`config.mk`:
```
export PLATFORM = sky130hd
export DESIGN_NAME = fifo_rd_ctrl
export DESIGN_NICKNAME = d
export VERILOG_FILES = /design/src/rtl/fifo_rd_ctrl_pkg.sv /design/src/rtl/fifo_rd_gap_cnt.sv /design/src/rtl/fifo_rd_ctrl.sv
export SDC_FILE = /design/constraint.sdc
export NUM_CORES = 1
export LEC_CHECK = 0
export CAP_MARGIN = 20
export CELL_PAD_IN_SITES_DETAIL_PLACEMENT = 1
export CELL_PAD_IN_SITES_GLOBAL_PLACEMENT = 1
export CORE_MARGIN = 2
export CORE_UTILIZATION = 36
export DETAILED_ROUTE_END_ITERATION = 6
export GPL_TIMING_DRIVEN = 0
export PLACE_DENSITY_LB_ADDON = 0.1
export SLEW_MARGIN = 20
export SYNTH_ARGS = -nofsm -noshare
export SYNTH_HDL_FRONTEND = slang
export SYNTH_HIERARCHICAL = 1
export SYNTH_SLANG_ARGS = --single-unit
```
`constraint.sdc`:
```
create_clock -name r_clk -period 4.3 [get_ports r_clk]
set_input_delay 1.29 -clock r_clk [delete_from_list [all_inputs] [get_ports r_clk]]
set_output_delay 1.29 -clock r_clk [all_outputs]
set_load 0.03 [all_outputs]
```
`src/rtl/fifo_rd_ctrl_pkg.sv`:
```
// Shared state encoding and default widths for the FIFO read-side sequencer.
// Optional word counter lives behind FIFO_RD_CNT_EN in the top module.
package fifo_rd_ctrl_pkg;

  localparam int DEF_DATA_WIDTH = 8;
  localparam int DEF_GAP_W      = 4;
  localparam int DEF_CNT_W      = 16;

  typedef enum logic [1:0] {
    IDLE      = 2'b00,
    SEND      = 2'b01,
    WAIT_DONE = 2'b10,
    GAP       = 2'b11
  } state_t;

endpackage

```
`src/rtl/fifo_rd_gap_cnt.sv`:
```
// Loadable down-counter for the inter-word idle gap; 1-cycle load, holds at zero.
// No backpressure: load wins over dec, flags are decoded from the count register.
module fifo_rd_gap_cnt
  import fifo_rd_ctrl_pkg::*;
#(
  parameter int GAP_W = DEF_GAP_W
) (
  input  logic             clk,
  input  logic             rst,
  input  logic             load,
  input  logic [GAP_W-1:0] load_val,
  input  logic             dec,
  output logic [GAP_W-1:0] cnt,
  output logic             is_zero,
  output logic             is_one
);

  always_ff @(posedge clk or posedge rst) begin
    if (rst) begin
      cnt <= '0;
    end else if (load) begin
      cnt <= load_val;
    end else if (dec && (cnt != '0)) begin
      cnt <= cnt - 1'b1;
    end
  end

  assign is_zero = (cnt == '0);
  assign is_one  = (cnt == GAP_W'(1));

endmodule

```
`src/rtl/fifo_rd_ctrl.sv`:
```
// FIFO read sequencer: pops one word, hands it to the UART TX via valid/busy, then idles gap_cfg cycles.
// Pop 1 cycle after enable & !r_empty & !tx_busy; holds tx_valid until tx_busy; rd_count under FIFO_RD_CNT_EN.
module fifo_rd_ctrl
  import fifo_rd_ctrl_pkg::*;
#(
  parameter int DATA_WIDTH = DEF_DATA_WIDTH,
  parameter int GAP_W      = DEF_GAP_W
`ifdef FIFO_RD_CNT_EN
  ,
  parameter int CNT_W      = DEF_CNT_W
`endif
) (
  input  logic                  r_clk,
  input  logic                  reset,
  input  logic                  enable,
  input  logic [GAP_W-1:0]      gap_cfg,
  input  logic                  r_empty,
  input  logic [DATA_WIDTH-1:0] r_data,
  output logic                  rinc,
  input  logic                  tx_busy,
  output logic                  tx_valid,
  output logic [DATA_WIDTH-1:0] tx_data,
  output logic                  ctrl_busy
`ifdef FIFO_RD_CNT_EN
  ,
  output logic [CNT_W-1:0]      rd_count
`endif
);

  state_t           state;
  state_t           state_nx;
  logic             pop;
  logic             gap_load;
  logic             gap_dec;
  logic             gap_zero;
  logic             gap_one;
  logic [GAP_W-1:0] gap_cnt;
  logic             word_taken;

  assign word_taken = (state == SEND) && tx_busy;

  fifo_rd_gap_cnt #(
    .GAP_W (GAP_W)
  ) u_gap_cnt (
    .clk      (r_clk),
    .rst      (reset),
    .load     (gap_load),
    .load_val (gap_cfg),
    .dec      (gap_dec),
    .cnt      (gap_cnt),
    .is_zero  (gap_zero),
    .is_one   (gap_one)
  );

  always_comb begin
    state_nx = state;
    pop      = 1'b0;
    gap_load = 1'b0;
    gap_dec  = 1'b0;
    case (state)
      IDLE: begin
        if (enable && !r_empty && !tx_busy) begin
          pop      = 1'b1;
          state_nx = SEND;
        end
      end
      SEND: begin
        if (tx_busy) state_nx = WAIT_DONE;
      end
      WAIT_DONE: begin
        if (!tx_busy) begin
          if (gap_cfg == '0) begin
            state_nx = IDLE;
          end else begin
            gap_load = 1'b1;
            state_nx = GAP;
          end
        end
      end
      GAP: begin
        gap_dec = 1'b1;
        // zero is unreachable in normal flow but must never trap the FSM
        if (gap_one || gap_zero) state_nx = IDLE;
      end
      default: state_nx = IDLE;
    endcase
  end

  always_ff @(posedge r_clk or posedge reset) begin
    if (reset) begin
      state     <= IDLE;
      rinc      <= 1'b0;
      tx_valid  <= 1'b0;
      tx_data   <= '0;
      ctrl_busy <= 1'b0;
    end else begin
      state     <= state_nx;
      rinc      <= pop;
      ctrl_busy <= (state_nx != IDLE);
      if (pop) begin
        tx_data  <= r_data;
        tx_valid <= 1'b1;
      end else if (word_taken) begin
        tx_valid <= 1'b0;
      end
    end
  end

`ifdef FIFO_RD_CNT_EN
  always_ff @(posedge r_clk or posedge reset) begin
    if (reset) begin
      rd_count <= '0;
    end else if (word_taken) begin
      rd_count <= rd_count + 1'b1;
    end
  end
`endif

endmodule

```
; ---- After elaboration in Yosys (flattened, before gate mapping)
; Cells that the tools add are included.
[word_totals]
output_inout_bits = 11
regBits = 17
in_bits = 17
[op_classes]
n_eq_ne = 4
n_reduce_logical = 14
muxes = 16
addsub = 1
[ops]
columns = op, count
row1 = $mux W2, 5
row2 = $logic_not A4 Y1, 2
row3 = $mux W1, 8
row4 = $mux W4, 2
row5 = $pmux W2 S4, 1
row6 = $reduce_bool A2 Y1, 3
row7 = $eq A2 B2 Y1 const B, 2
row8 = $eq A4 B1 Y1 const B, 1
row9 = $logic_and A1 B1 Y1, 4
row10 = $reduce_bool A4 Y1, 1
row11 = $sub A4 B1 Y4 const B, 1
row12 = $eq A2 B1 Y1 const B, 1
row13 = $logic_not A1 Y1, 2
row14 = $logic_not A2 Y1, 1
row15 = $logic_or A1 B1 Y1, 1

; ---- Depth between registers and ports, before layout
[depth]
depth_word = 6
depth_mapped = 7

; ---- Modules after synthesis
; The synthesis kept the hierarchy.
[modules_own_cells]
columns = module, cells_each, instances, area_per_inst_um2, seq_area_each_um2
row1 = fifo_rd_ctrl, 42, 1, 548.0, 325.3
row2 = fifo_rd_gap_cnt, 31, 1, 274.0, 100.1

; ---- Worst setup path before layout
; No wires, ideal clock.
[synth_timing]
path_type = input -> register
startpoint = input gap_cfg[1]
endpoint = register state[0]
slack_ns = 1.819
t_arrival_ns = 2.350
t_required_ns = 4.168
stages = 3
setup_time_ns = 0.132
path_cell_list = or4_4 -> and3_4 -> or3b_1
[synth_via]
elab_chain_cells = 4
[synth_rtl]
columns = item, line_no
row1 = "start, declared", fifo_rd_ctrl.sv:16  ; input logic [GAP_W-1:0] gap_cfg,
row2 = $logic_not A4 Y1, fifo_rd_ctrl.sv:72  ; if (gap_cfg == '0) begin
row3 = $mux W2, fifo_rd_ctrl.sv:72
row4 = $mux W2, fifo_rd_ctrl.sv:71  ; if (!tx_busy) begin
row5 = $pmux W2 S4, fifo_rd_ctrl.sv:60  ; case (state)
row6 = via state_nx[0], fifo_rd_ctrl.sv:31  ; state_t state_nx;
row7 = "end signal, assigned", fifo_rd_ctrl.sv:97  ; state <= state_nx;
row8 = "end, declared", fifo_rd_ctrl.sv:30  ; state_t state;
; The timed path passes the listed nets, and every way through them passes these cells.
; A chain may end at the register's enable or synchronous reset.

; ---- Worst setup path after layout
[layout_timing]
startpoint = input tx_busy
endpoint = register tx_data[2]
[layout_via]
elab_chain_cells = 4
[layout_rtl]
columns = item, line_no
row1 = "start, declared", fifo_rd_ctrl.sv:20  ; input logic tx_busy,
row2 = $logic_not A1 Y1, n/a
row3 = $logic_and A1 B1 Y1, fifo_rd_ctrl.sv:62  ; if (enable && !r_empty && !tx_busy) begin
row4 = $mux W1, fifo_rd_ctrl.sv:62
row5 = $mux W1, fifo_rd_ctrl.sv:60
row6 = via pop, fifo_rd_ctrl.sv:32  ; logic pop;
row7 = "end signal, assigned", fifo_rd_ctrl.sv:101  ; tx_data <= r_data;
row8 = "end, declared", fifo_rd_ctrl.sv:22  ; output logic [DATA_WIDTH-1:0] tx_data,
; The timed path passes the listed nets, and every way through them passes these cells.

==> impl_metrics.env <==
export IMPL_outcome="finished clean"
export IMPL_cts_inserted_buffers=3
export IMPL_antenna_left=0
export IMPL_drive_gt1_frac=0.1731
export IMPL_synthDistinctLibCells=27
export IMPL_maxCapViolCount=0
export IMPL_async_reset_ff_frac=1.000
export IMPL_crit_type="in -> reg"
export IMPL_num_antenna_cells=0
export IMPL_syn_avg_cell_area_um2=11.26
export IMPL_fin_crit_ns=2.770
export IMPL_ctsResizeCount=0
export IMPL_synth_fa_ha_area_frac=0.03044
export IMPL_register_area_um2=425.4
export IMPL_finalMaxSlewViolations=0
export IMPL_wl_per_cell_um=13.33
export IMPL_cts_tree="yes"
export IMPL_min_period_over_period=0.6441
export IMPL_path_clk_slew_ns=0.09
export IMPL_yosys_area_share_simple=0.2192
export IMPL_rows=17
export IMPL_critPathRequiredTime_ns=4.48
export IMPL_synth_seq_cells=17
export IMPL_yosys_warnings=6
export IMPL_die_w_um=51.79
export IMPL_first_pass_iters=3
export IMPL_finalSetupTns_ns=0
export IMPL_cts_root_buf="clkbuf_4"
export IMPL_viasPerCell=5.106
export IMPL_io_buffer_count=27
export IMPL_ys_flop_type="dfrtp_1"
export IMPL_cts_sinks=17
export IMPL_grt_pass1_wl_um=3008
export IMPL_p_per_area_nw_per_um2=688.3
export IMPL_yosys_mux_area_fraction=0.1096
export IMPL_drc=0
export IMPL_hold_ws_ns=0.5133
export IMPL_area_growth_pct=40.49
export IMPL_worst_slew_pin_slew_ns=0.4806
export IMPL_cts_hold_buf=0
export IMPL_synth_compound_area_frac=0.08676
export IMPL_dp_cells=128
export IMPL_synth_edf_count=0
export IMPL_irDropWorstVdd_v=0.0003734
export IMPL_initial_core_util=0.3752
export IMPL_yosysSeqAreaShare=0.5175
export IMPL_die_h_um=51.79
export IMPL_fmax_ghz=0.3610
export IMPL_syn_nets=92
export IMPL_syn_area_um2=822.0
export IMPL_place_congestion=0.8136
export IMPL_multiInputGateArea_um2=366.6
export IMPL_track_usage=0.1535
export IMPL_final_nets=124
export IMPL_overflow=0
export IMPL_io_pins=28
export IMPL_synthCells=73
export IMPL_synth_xor_xnor_area_share=0
export IMPL_vias=674
export IMPL_drt_iter0_drc=3
export IMPL_mostFrequentLayoutCell="clkdlybuf4s50_1"
export IMPL_wirelength_um=1760
export IMPL_critPathCaptureType="flip-flop"
export IMPL_cts_path_max_buffers=2
export IMPL_post_cts_setup_buffer_count=0
export IMPL_n_fill_cell=256
export IMPL_critPathLaunchType="primary input"
export IMPL_grt_pass1_vias=707
export IMPL_grt_start_max_net_pins=14
export IMPL_hp_class="reg -> reg"
export IMPL_hold_violations=0
export IMPL_instances_no_fill=132
export IMPL_antenna_found_initial=0
export IMPL_slew_headroom=0.6793
export IMPL_rsz0062_at_grt="false"
export IMPL_cts_max_level=1
export IMPL_crit_fanout=10
export IMPL_synth_top_family_by_area="simple AND/OR/NAND/NOR gates"
export IMPL_leakagePower_uw=0.0004851
export IMPL_fin_skew_ns=0.008423
export IMPL_fp_coreArea_um2=2191
export IMPL_arrival_ns=2.95
export IMPL_clk_insertion_delay_late_ns=0.29
export IMPL_die_area_um2=2682
export IMPL_setup_viol=0
export IMPL_final_cell_mix="clkdlybuf4s50_1, dfrtp_1, mux2_2"
[registers in the layout, indices dropped and copies added, names as in the netlist]
register and cells:
state 2, tx_valid 1, rinc 1, u_gap_cnt/cnt 4, tx_data 8, ctrl_busy 1
[Yosys cell counts, types with 2 or more instances]
cell type  instances  share of area
dfrtp_1           17           0.52
o21ai_1            3          0.018
mux2_2             8           0.11
nor3_1             4          0.024
a21oi_1            4          0.024
nor2_1             3          0.014
ha_1               2          0.030
nand2_1            5          0.023
nor3b_1            5          0.046
inv_1              5          0.023
[worst max-delay path, stage by stage]
cell,delay (ns)
clkdlybuf4s50_1,0.51
nor3b_1,0.28
nor3b_1,0.29
buf_4,0.24
mux2_2,0.34
[path summary, 6_finish.rpt]
| check | slack (ns) | cells past startpoint | from | end |
|---|---|---|---|---|
| max reg2reg | 2.41 | 7 | u_gap_cnt/cnt[0] | state[0] |
| min | 0.51 | 1 | tx_data[4] | tx_data[4] |
| min reg2reg | 0.51 | 1 | tx_data[4] | tx_data[4] |
| max in group asynchronous | 2.62 | 2 | reset | tx_data[4] |
| max | 1.53 | 5 | tx_busy | tx_data[2] |
| min in group asynchronous | 1.21 | 2 | reset | u_gap_cnt/cnt[3] |
[per-stage QoR]
step	area, µm²	utilization	setup slack [ns]	power, µW
after floorplan	822.0	-	1.819	558.5
after global placement	1127	0.5146	1.177	706.2
after detailed placement	1127	0.5146	1.176	720.9
after CTS	1155	0.5271	1.495	807.3
after global routing	1155	0.5271	1.387	852.7
final	1155	0.5271	1.530	794.9
[layout make-up]
class / instances / area share
plain buffers: 1 / 0.006501
flip-flops and latches: 17 / 0.3684
inverters: 6 / 0.01950
multi-input cells: 49 / 0.3174
clock inverters: 1 / 0.004334
well taps: 28 / 0.03034
clock buffers: 3 / 0.01950
repair buffers: 27 / 0.2340
[logic make-up (layout without fill, tap and decap cells)]
logic type | after synthesis | in the layout
AO/OA/AOI/OAI | 12 | 12
adder cells (fa/ha/maj) | 2 | 2
buffers and inverters | 7 | 38
flip-flops | 17 | 17
multiplexers | 8 | 8
AND/OR/NAND/NOR | 27 | 27
[where the power goes]
| part | internal, µW | switching (µW) | total [µW] |
|---|---|---|---|
| sequential | 235 | 59.0 | 294 |
| clock | 34.6 | 49.3 | 83.9 |
| combinational | 200 | 217 | 417 |
| total | 470 | 325 | 795 |
[per-layer routing]
layer	vias to the layer above	part of all wire	global-route usage
met2	16	0.54	0.2821
met1	336	0.41	0.1731
li1	322	-	-
met3	0	0.049	0.05172
met4	0	0	0.02632
met5	-	0	0
(Power assumes the default switching activity.)
